**config.mk**
```make
export PLATFORM = sky130hd
export DESIGN_NAME = maquina_estados_param_flat
export DESIGN_NICKNAME = d
export VERILOG_FILES = /design/src/rtl/maquina_estados_param_if.sv /design/src/rtl/maquina_estados_param.sv /design/src/flat_wrapper.sv
export SDC_FILE = /design/constraint.sdc
export NUM_CORES = 1
export LEC_CHECK = 0
export ABC_CLOCK_PERIOD_IN_PS = 3700
export CAP_MARGIN = 20
export CORE_MARGIN = 1.5
export CORE_UTILIZATION = 50
export DETAILED_ROUTE_END_ITERATION = 8
export DONT_BUFFER_PORTS = 1
export MAX_ROUTING_LAYER = met4
export SLEW_MARGIN = 20
export SYNTH_ARGS = -nofsm -noshare
export SYNTH_HDL_FRONTEND = slang
export SYNTH_SLANG_ARGS = --single-unit
```
**constraint.sdc**
```tcl
create_clock -name clk -period 3.7 [get_ports clk]
set_input_delay 0.74 -clock clk [delete_from_list [all_inputs] [get_ports clk]]
set_output_delay 0.74 -clock clk [all_outputs]
set_load 0.01 [all_outputs]
```
**src/rtl/maquina_estados_param_if.sv**
```systemverilog
// Bus between the FIFO-bank supervisor and the main control FSM.
// The master drives requests and FIFO flags; the slave (the FSM) returns state and thresholds.
interface maquina_estados_param_if #(
    parameter int N_FIFOS  = 8,
    parameter int UMBRAL_W = 8
);
    logic                init;
    logic [UMBRAL_W-1:0] bajo;
    logic [UMBRAL_W-1:0] alto;
    logic [N_FIFOS-1:0]  empty_fifos;
    logic [N_FIFOS-1:0]  error_fifos;
    logic [2:0]          estado_actual;
    logic [2:0]          sig_estado;
    logic [UMBRAL_W-1:0] bajo_out;
    logic [UMBRAL_W-1:0] alto_out;
    logic                active_out;
    logic                idle_out;
    logic                error_out;
    logic                cfg_err;
    logic [N_FIFOS-1:0]  error_id;

    modport master (
        output init, bajo, alto, empty_fifos, error_fifos,
        input  estado_actual, sig_estado, bajo_out, alto_out,
               active_out, idle_out, error_out, cfg_err, error_id
    );

    modport slave (
        input  init, bajo, alto, empty_fifos, error_fifos,
        output estado_actual, sig_estado, bajo_out, alto_out,
               active_out, idle_out, error_out, cfg_err, error_id
    );
endinterface

```
**src/rtl/maquina_estados_param.sv**
```systemverilog
// Parametrised main control FSM for the FIFO bank: threshold capture with validation,
// sticky ERROR state with captured error mask, and ACTIVE->IDLE hysteresis.
module maquina_estados_param #(
    parameter int N_FIFOS  = 8,
    parameter int UMBRAL_W = 8,
    parameter int BAJO_DEF = 1,
    parameter int ALTO_DEF = 6,
    parameter int IDLE_DLY = 4
) (
    input  logic                    clk,
    input  logic                    reset,
    maquina_estados_param_if.slave  bus
);
    typedef enum logic [2:0] {
        S_RESET  = 3'd0,
        S_INIT   = 3'd1,
        S_IDLE   = 3'd2,
        S_ACTIVE = 3'd3,
        S_ERROR  = 3'd4
    } estado_t;

    localparam int              CNT_W    = $clog2(IDLE_DLY) + 1;
    localparam logic [CNT_W-1:0] CNT_LAST = CNT_W'(IDLE_DLY - 1);

    estado_t             r_estado;
    logic [CNT_W-1:0]    r_cnt;
    logic [UMBRAL_W-1:0] r_bajo;
    logic [UMBRAL_W-1:0] r_alto;
    logic                r_cfg_err;
    logic [N_FIFOS-1:0]  r_error_id;
    logic                r_idle;
    logic                r_active;
    logic                r_error;

    estado_t             w_sig;
    logic                w_all_empty;
    logic                w_any_err;
    logic [CNT_W-1:0]    w_cnt_nxt;

    assign w_all_empty = &bus.empty_fifos;
    assign w_any_err   = |bus.error_fifos;

    always_comb begin
        w_sig = S_RESET;
        if (reset) begin
            case (r_estado)
                S_RESET:  w_sig = S_INIT;
                S_ERROR:  w_sig = S_ERROR;
                S_INIT: begin
                    if (w_any_err)     w_sig = S_ERROR;
                    else if (bus.init) w_sig = S_INIT;
                    else               w_sig = S_IDLE;
                end
                S_IDLE: begin
                    if (w_any_err)         w_sig = S_ERROR;
                    else if (bus.init)     w_sig = S_INIT;
                    else if (!w_all_empty) w_sig = S_ACTIVE;
                    else                   w_sig = S_IDLE;
                end
                S_ACTIVE: begin
                    if (w_any_err)                             w_sig = S_ERROR;
                    else if (bus.init)                         w_sig = S_INIT;
                    else if (w_all_empty && r_cnt == CNT_LAST) w_sig = S_IDLE;
                    else                                       w_sig = S_ACTIVE;
                end
                default:  w_sig = S_RESET;
            endcase
        end
    end

    // Counter only survives while staying in ACTIVE on all-empty samples
    always_comb begin
        w_cnt_nxt = '0;
        if (r_estado == S_ACTIVE && w_sig == S_ACTIVE && w_all_empty)
            w_cnt_nxt = r_cnt + CNT_W'(1);
    end

    always_ff @(posedge clk or negedge reset) begin
        if (!reset) begin
            r_estado   <= S_RESET;
            r_cnt      <= '0;
            r_bajo     <= UMBRAL_W'(BAJO_DEF);
            r_alto     <= UMBRAL_W'(ALTO_DEF);
            r_cfg_err  <= 1'b0;
            r_error_id <= '0;
            r_idle     <= 1'b0;
            r_active   <= 1'b0;
            r_error    <= 1'b0;
        end else begin
            r_estado <= w_sig;
            r_cnt    <= w_cnt_nxt;
            if (r_estado == S_INIT) begin
                if (bus.bajo < bus.alto) begin
                    r_bajo    <= bus.bajo;
                    r_alto    <= bus.alto;
                    r_cfg_err <= 1'b0;
                end else begin
                    r_cfg_err <= 1'b1;
                end
            end else begin
                r_cfg_err <= 1'b0;
            end
            if (r_estado != S_ERROR && w_sig == S_ERROR)
                r_error_id <= bus.error_fifos;
            r_idle   <= (w_sig == S_IDLE);
            r_active <= (w_sig == S_ACTIVE);
            r_error  <= (w_sig == S_ERROR);
        end
    end

    assign bus.estado_actual = r_estado;
    assign bus.sig_estado    = w_sig;
    assign bus.bajo_out      = r_bajo;
    assign bus.alto_out      = r_alto;
    assign bus.cfg_err       = r_cfg_err;
    assign bus.error_id      = r_error_id;
    assign bus.idle_out      = r_idle;
    assign bus.active_out    = r_active;
    assign bus.error_out     = r_error;
endmodule

```
**src/flat_wrapper.sv**
```systemverilog
// flat-port wrapper written by rule: the top's interface ports become plain ports
module maquina_estados_param_flat 
#(
    parameter int N_FIFOS  = 8,
    parameter int UMBRAL_W = 8,
    parameter int BAJO_DEF = 1,
    parameter int ALTO_DEF = 6,
    parameter int IDLE_DLY = 4
)
  (clk, reset, bus_init, bus_bajo, bus_alto, bus_empty_fifos, bus_error_fifos, bus_estado_actual, bus_sig_estado, bus_bajo_out, bus_alto_out, bus_active_out, bus_idle_out, bus_error_out, bus_cfg_err, bus_error_id);
  maquina_estados_param_if #(.N_FIFOS(N_FIFOS), .UMBRAL_W(UMBRAL_W)) bus_i ();
  input  logic clk;
  input  logic reset;
  input wire logic [$bits(bus_i.init)-1:0] bus_init;
  input wire logic [$bits(bus_i.bajo)-1:0] bus_bajo;
  input wire logic [$bits(bus_i.alto)-1:0] bus_alto;
  input wire logic [$bits(bus_i.empty_fifos)-1:0] bus_empty_fifos;
  input wire logic [$bits(bus_i.error_fifos)-1:0] bus_error_fifos;
  output wire logic [$bits(bus_i.estado_actual)-1:0] bus_estado_actual;
  output wire logic [$bits(bus_i.sig_estado)-1:0] bus_sig_estado;
  output wire logic [$bits(bus_i.bajo_out)-1:0] bus_bajo_out;
  output wire logic [$bits(bus_i.alto_out)-1:0] bus_alto_out;
  output wire logic [$bits(bus_i.active_out)-1:0] bus_active_out;
  output wire logic [$bits(bus_i.idle_out)-1:0] bus_idle_out;
  output wire logic [$bits(bus_i.error_out)-1:0] bus_error_out;
  output wire logic [$bits(bus_i.cfg_err)-1:0] bus_cfg_err;
  output wire logic [$bits(bus_i.error_id)-1:0] bus_error_id;
  assign bus_i.init = bus_init;
  assign bus_i.bajo = bus_bajo;
  assign bus_i.alto = bus_alto;
  assign bus_i.empty_fifos = bus_empty_fifos;
  assign bus_i.error_fifos = bus_error_fifos;
  assign bus_estado_actual = bus_i.estado_actual;
  assign bus_sig_estado = bus_i.sig_estado;
  assign bus_bajo_out = bus_i.bajo_out;
  assign bus_alto_out = bus_i.alto_out;
  assign bus_active_out = bus_i.active_out;
  assign bus_idle_out = bus_i.idle_out;
  assign bus_error_out = bus_i.error_out;
  assign bus_cfg_err = bus_i.cfg_err;
  assign bus_error_id = bus_i.error_id;
  maquina_estados_param #(.N_FIFOS(N_FIFOS), .UMBRAL_W(UMBRAL_W), .BAJO_DEF(BAJO_DEF), .ALTO_DEF(ALTO_DEF), .IDLE_DLY(IDLE_DLY)) u_core (.clk(clk), .reset(reset), .bus(bus_i));
endmodule
```
==> reports/qor.txt <==
Main combinational cell family by area after synthesis -> multiplexers
Syn avg cell area -> 12.9 um^2
Max-cap viol count -> 0
Worst-path maximum fanout -> 2
HPWL after DPL -> 2110 um
Reg2Reg Depth -> 5
Unrepaired setup endpoints after global routing -> no
Post-Route WL -> 2760 um
Worst-path clk slew -> 100 ps
Final instance area -> 1720 um^2
Synth Area in Compound Gates -> 0.0632
Rel. slew slack -> 0.583
TritonCTS Buffers -> 5
Total gr overflow -> 0
Final Hold Violating Endpoints -> 0
CTS max path bufs -> 2
F_max -> 0.377 GHz
Critical Path AT -> 1910 ps
Top layer in use -> met4
Power Density -> 599 nW/um^2
Syn nets -> 168
Reg2reg start -> u_core.bus.estado_actual[0]
Mux cell area share after synthesis -> 0.192
Setup TNS Final -> 0 ps
Yosys warns -> 0
# port buffers -> 0
Clk_skew -> 6.49 ps
Die Wd -> 59.6 um
Sequential power share -> 0.587
Maximum VDD drop -> 0.314 mV
Cells after Synth -> 124
Resized cells post-CTS -> 0
Antenna fix cells -> 0
Synth Cell Area -> 1600 um^2
CP startpoint kind -> input port
Psw -> 298 uW
CTS root buf -> clkbuf_4
Die area -> 3550 um^2
Synthesis-to-layout area growth -> 7.34%
Detail Route Antenna Nets -> 0
Period Utilization, post-route -> 0.717
Starting DRC count in detailed routing -> 40
Reg-to-reg endpoint -> u_core.r_cnt[0]
Setup crit end kind -> primary output
M1 WL -> 1160 um
I/O pin count -> 69
Netlist cell types -> 28
WL per Instance -> 15.9 um
GR Util All Layers -> 0.168
Hold_buf cts -> 0
Post-synth top area cell -> dfrtp_1
Sequential share of the synthesized area -> 0.533
Kind of critical path -> input port to primary output
Setup slack, reg-to-reg -> 1870 ps
Final #Nets -> 173
Met2 wire length -> 1300 um
TritonCTS clock tree -> yes
WP data required -> 2960 ps
Register bit total from synthesis -> 34
Drt first pass iters -> 4
Core Box Area -> 3050 um^2
Initial antenna violation count -> 0
Adder-Cell Fraction of Synth Area -> 0.0703
Postcts setup bufs -> 0
Die Y -> 59.6 um
DR vias -> 975
Internal power -> 733 uW
Static leakage -> 0.000829 uW
H-tree depth -> 2
Clock Latency Late Sink -> 330 ps
Vias in the first global route -> 938
Largest net degree at the start of global routing -> 40
HP Class -> input port to async pin
Routed wire length on met3 -> 267 um
Combinational share of power -> 0.171
Clk pwr share -> 0.242
First-pass GRT wire length -> 4170 um
Hold WS -> 88.8 ps
Share of layout cells above drive strength 1 -> 0.292
Drc violations -> 0
Final Util -> 0.564
Post-Synth Simple-Gate Area -> 0.103
Final setup violating endpoints -> 0
Switching power share of the total -> 0.289
Clock sinks -> 34
Initial cell density of the core -> 0.525
Crit path time final -> 2650 ps
Synth area leaders -> dfrtp_1, mux2_2, mux2_4, ha_1, dfstp_2
XOR/XNOR Fraction of Synth Area -> 0
Status -> complete, no violations
Vias per inst -> 5.60
Worst Tran Pin Value -> 623 ps
Gpl congestion -> 0.727
Pins Over Slew Limit -> 0
Area share of the largest cell type after synthesis -> 0.484
Placed instance area -> 1640 um^2
Site Rows -> 20
## stage by stage
stage	setup slack (ps)	total power, uW	cells
2_1_floorplan	1200	754	124
3_3_place_gp	1100	785	166
3_5_place_dp	1040	792	166
4_1_cts	1050	1040	174
5_1_grt	910	1090	174
6_report	1050	1030	174
## state kept, by name (all words and copies together) (netlist names)
signal / flops
u_core.bus.alto_out: 8
u_core.bus.bajo_out: 8
u_core.bus.error_id: 8
u_core.bus.estado_actual: 3
u_core.r_cnt: 3
u_core.bus.active_out: 1
u_core.bus.cfg_err: 1
u_core.bus.error_out: 1
u_core.bus.idle_out: 1
## worst max path at each step
stage	startpoint	to	slack [ps]	depth (start not counted)
detailed placement	bus_empty_fifos[6]	bus_sig_estado[0]	1040	5
floorplan	bus_empty_fifos[6]	bus_sig_estado[0]	1200	5
CTS	bus_empty_fifos[6]	bus_sig_estado[0]	1050	5
global placement	bus_error_fifos[5]	bus_sig_estado[1]	1100	4
global route	bus_empty_fifos[6]	bus_sig_estado[0]	910	5
finish	bus_empty_fifos[6]	bus_sig_estado[0]	1050	5
## synth_stat cells
cell	number
a21o_1	2
nand4_1	3
inv_1	12
and2_1	2
mux2_4	10
or4_1	1
a2111oi_2	1
and3b_1	2
nand3_4	1
nor2_1	9
dfstp_2	3
dfrtp_1	31
o311a_2	1
and3_1	2
o22ai_1	1
buf_2	1
nand2b_1	1
a21boi_0	1
mux2_2	14
buf_6	1
nor4_1	3
nand3_1	1
o21ai_0	5
nand2_1	4
ha_1	9
a21oi_1	1
o311ai_0	1
o21a_1	1
## metal layers
layer / vias up / track usage
met5: - / -
met1: 479 / 0.198
met2: 44 / 0.235
li1: 447 / -
met3: 5 / 0.0808
met4: 0 / 0.0889
## power groups by stage
stage               Combinational, uW  Sequential (uW)  Clock, uW
finish                            176              605        249
CTS                               179              608        256
global route                      192              621        272
global placement                  171              614          0
detailed placement                177              615          0
floorplan                         165              589          0
## layout make-up
cell class	count	area, um^2
clock buffer	8	78.8
fill	281	1330
inverter	12	45.0
multi-input combinational	76	687
sequential	34	855
tap	44	55.1
## kinds of logic after synthesis
logic type	count (synthesis)
simple gates	29
mux	24
fa+ha+maj	9
compound gates	14
flops	34
buf+inv	14
## worst max-delay path, stage by stage
cell and delay [ps]:
nand4_1 90, o311ai_0 450, a21boi_0 290, o22ai_1 100, and3_1 240
## cells in the final DEF (no fill, tap or decap), drive strengths merged, types with 2 or more instances in the layout
cell type,n
a21o,2
and2,2
and3,2
and3b,2
clkbuf,8
dfrtp,31
dfstp,3
ha,9
inv,12
mux2,24
nand2,4
nand3,2
nand4,3
nor2,9
nor4,3
o21ai,5
(Power assumes the default switching activity.)
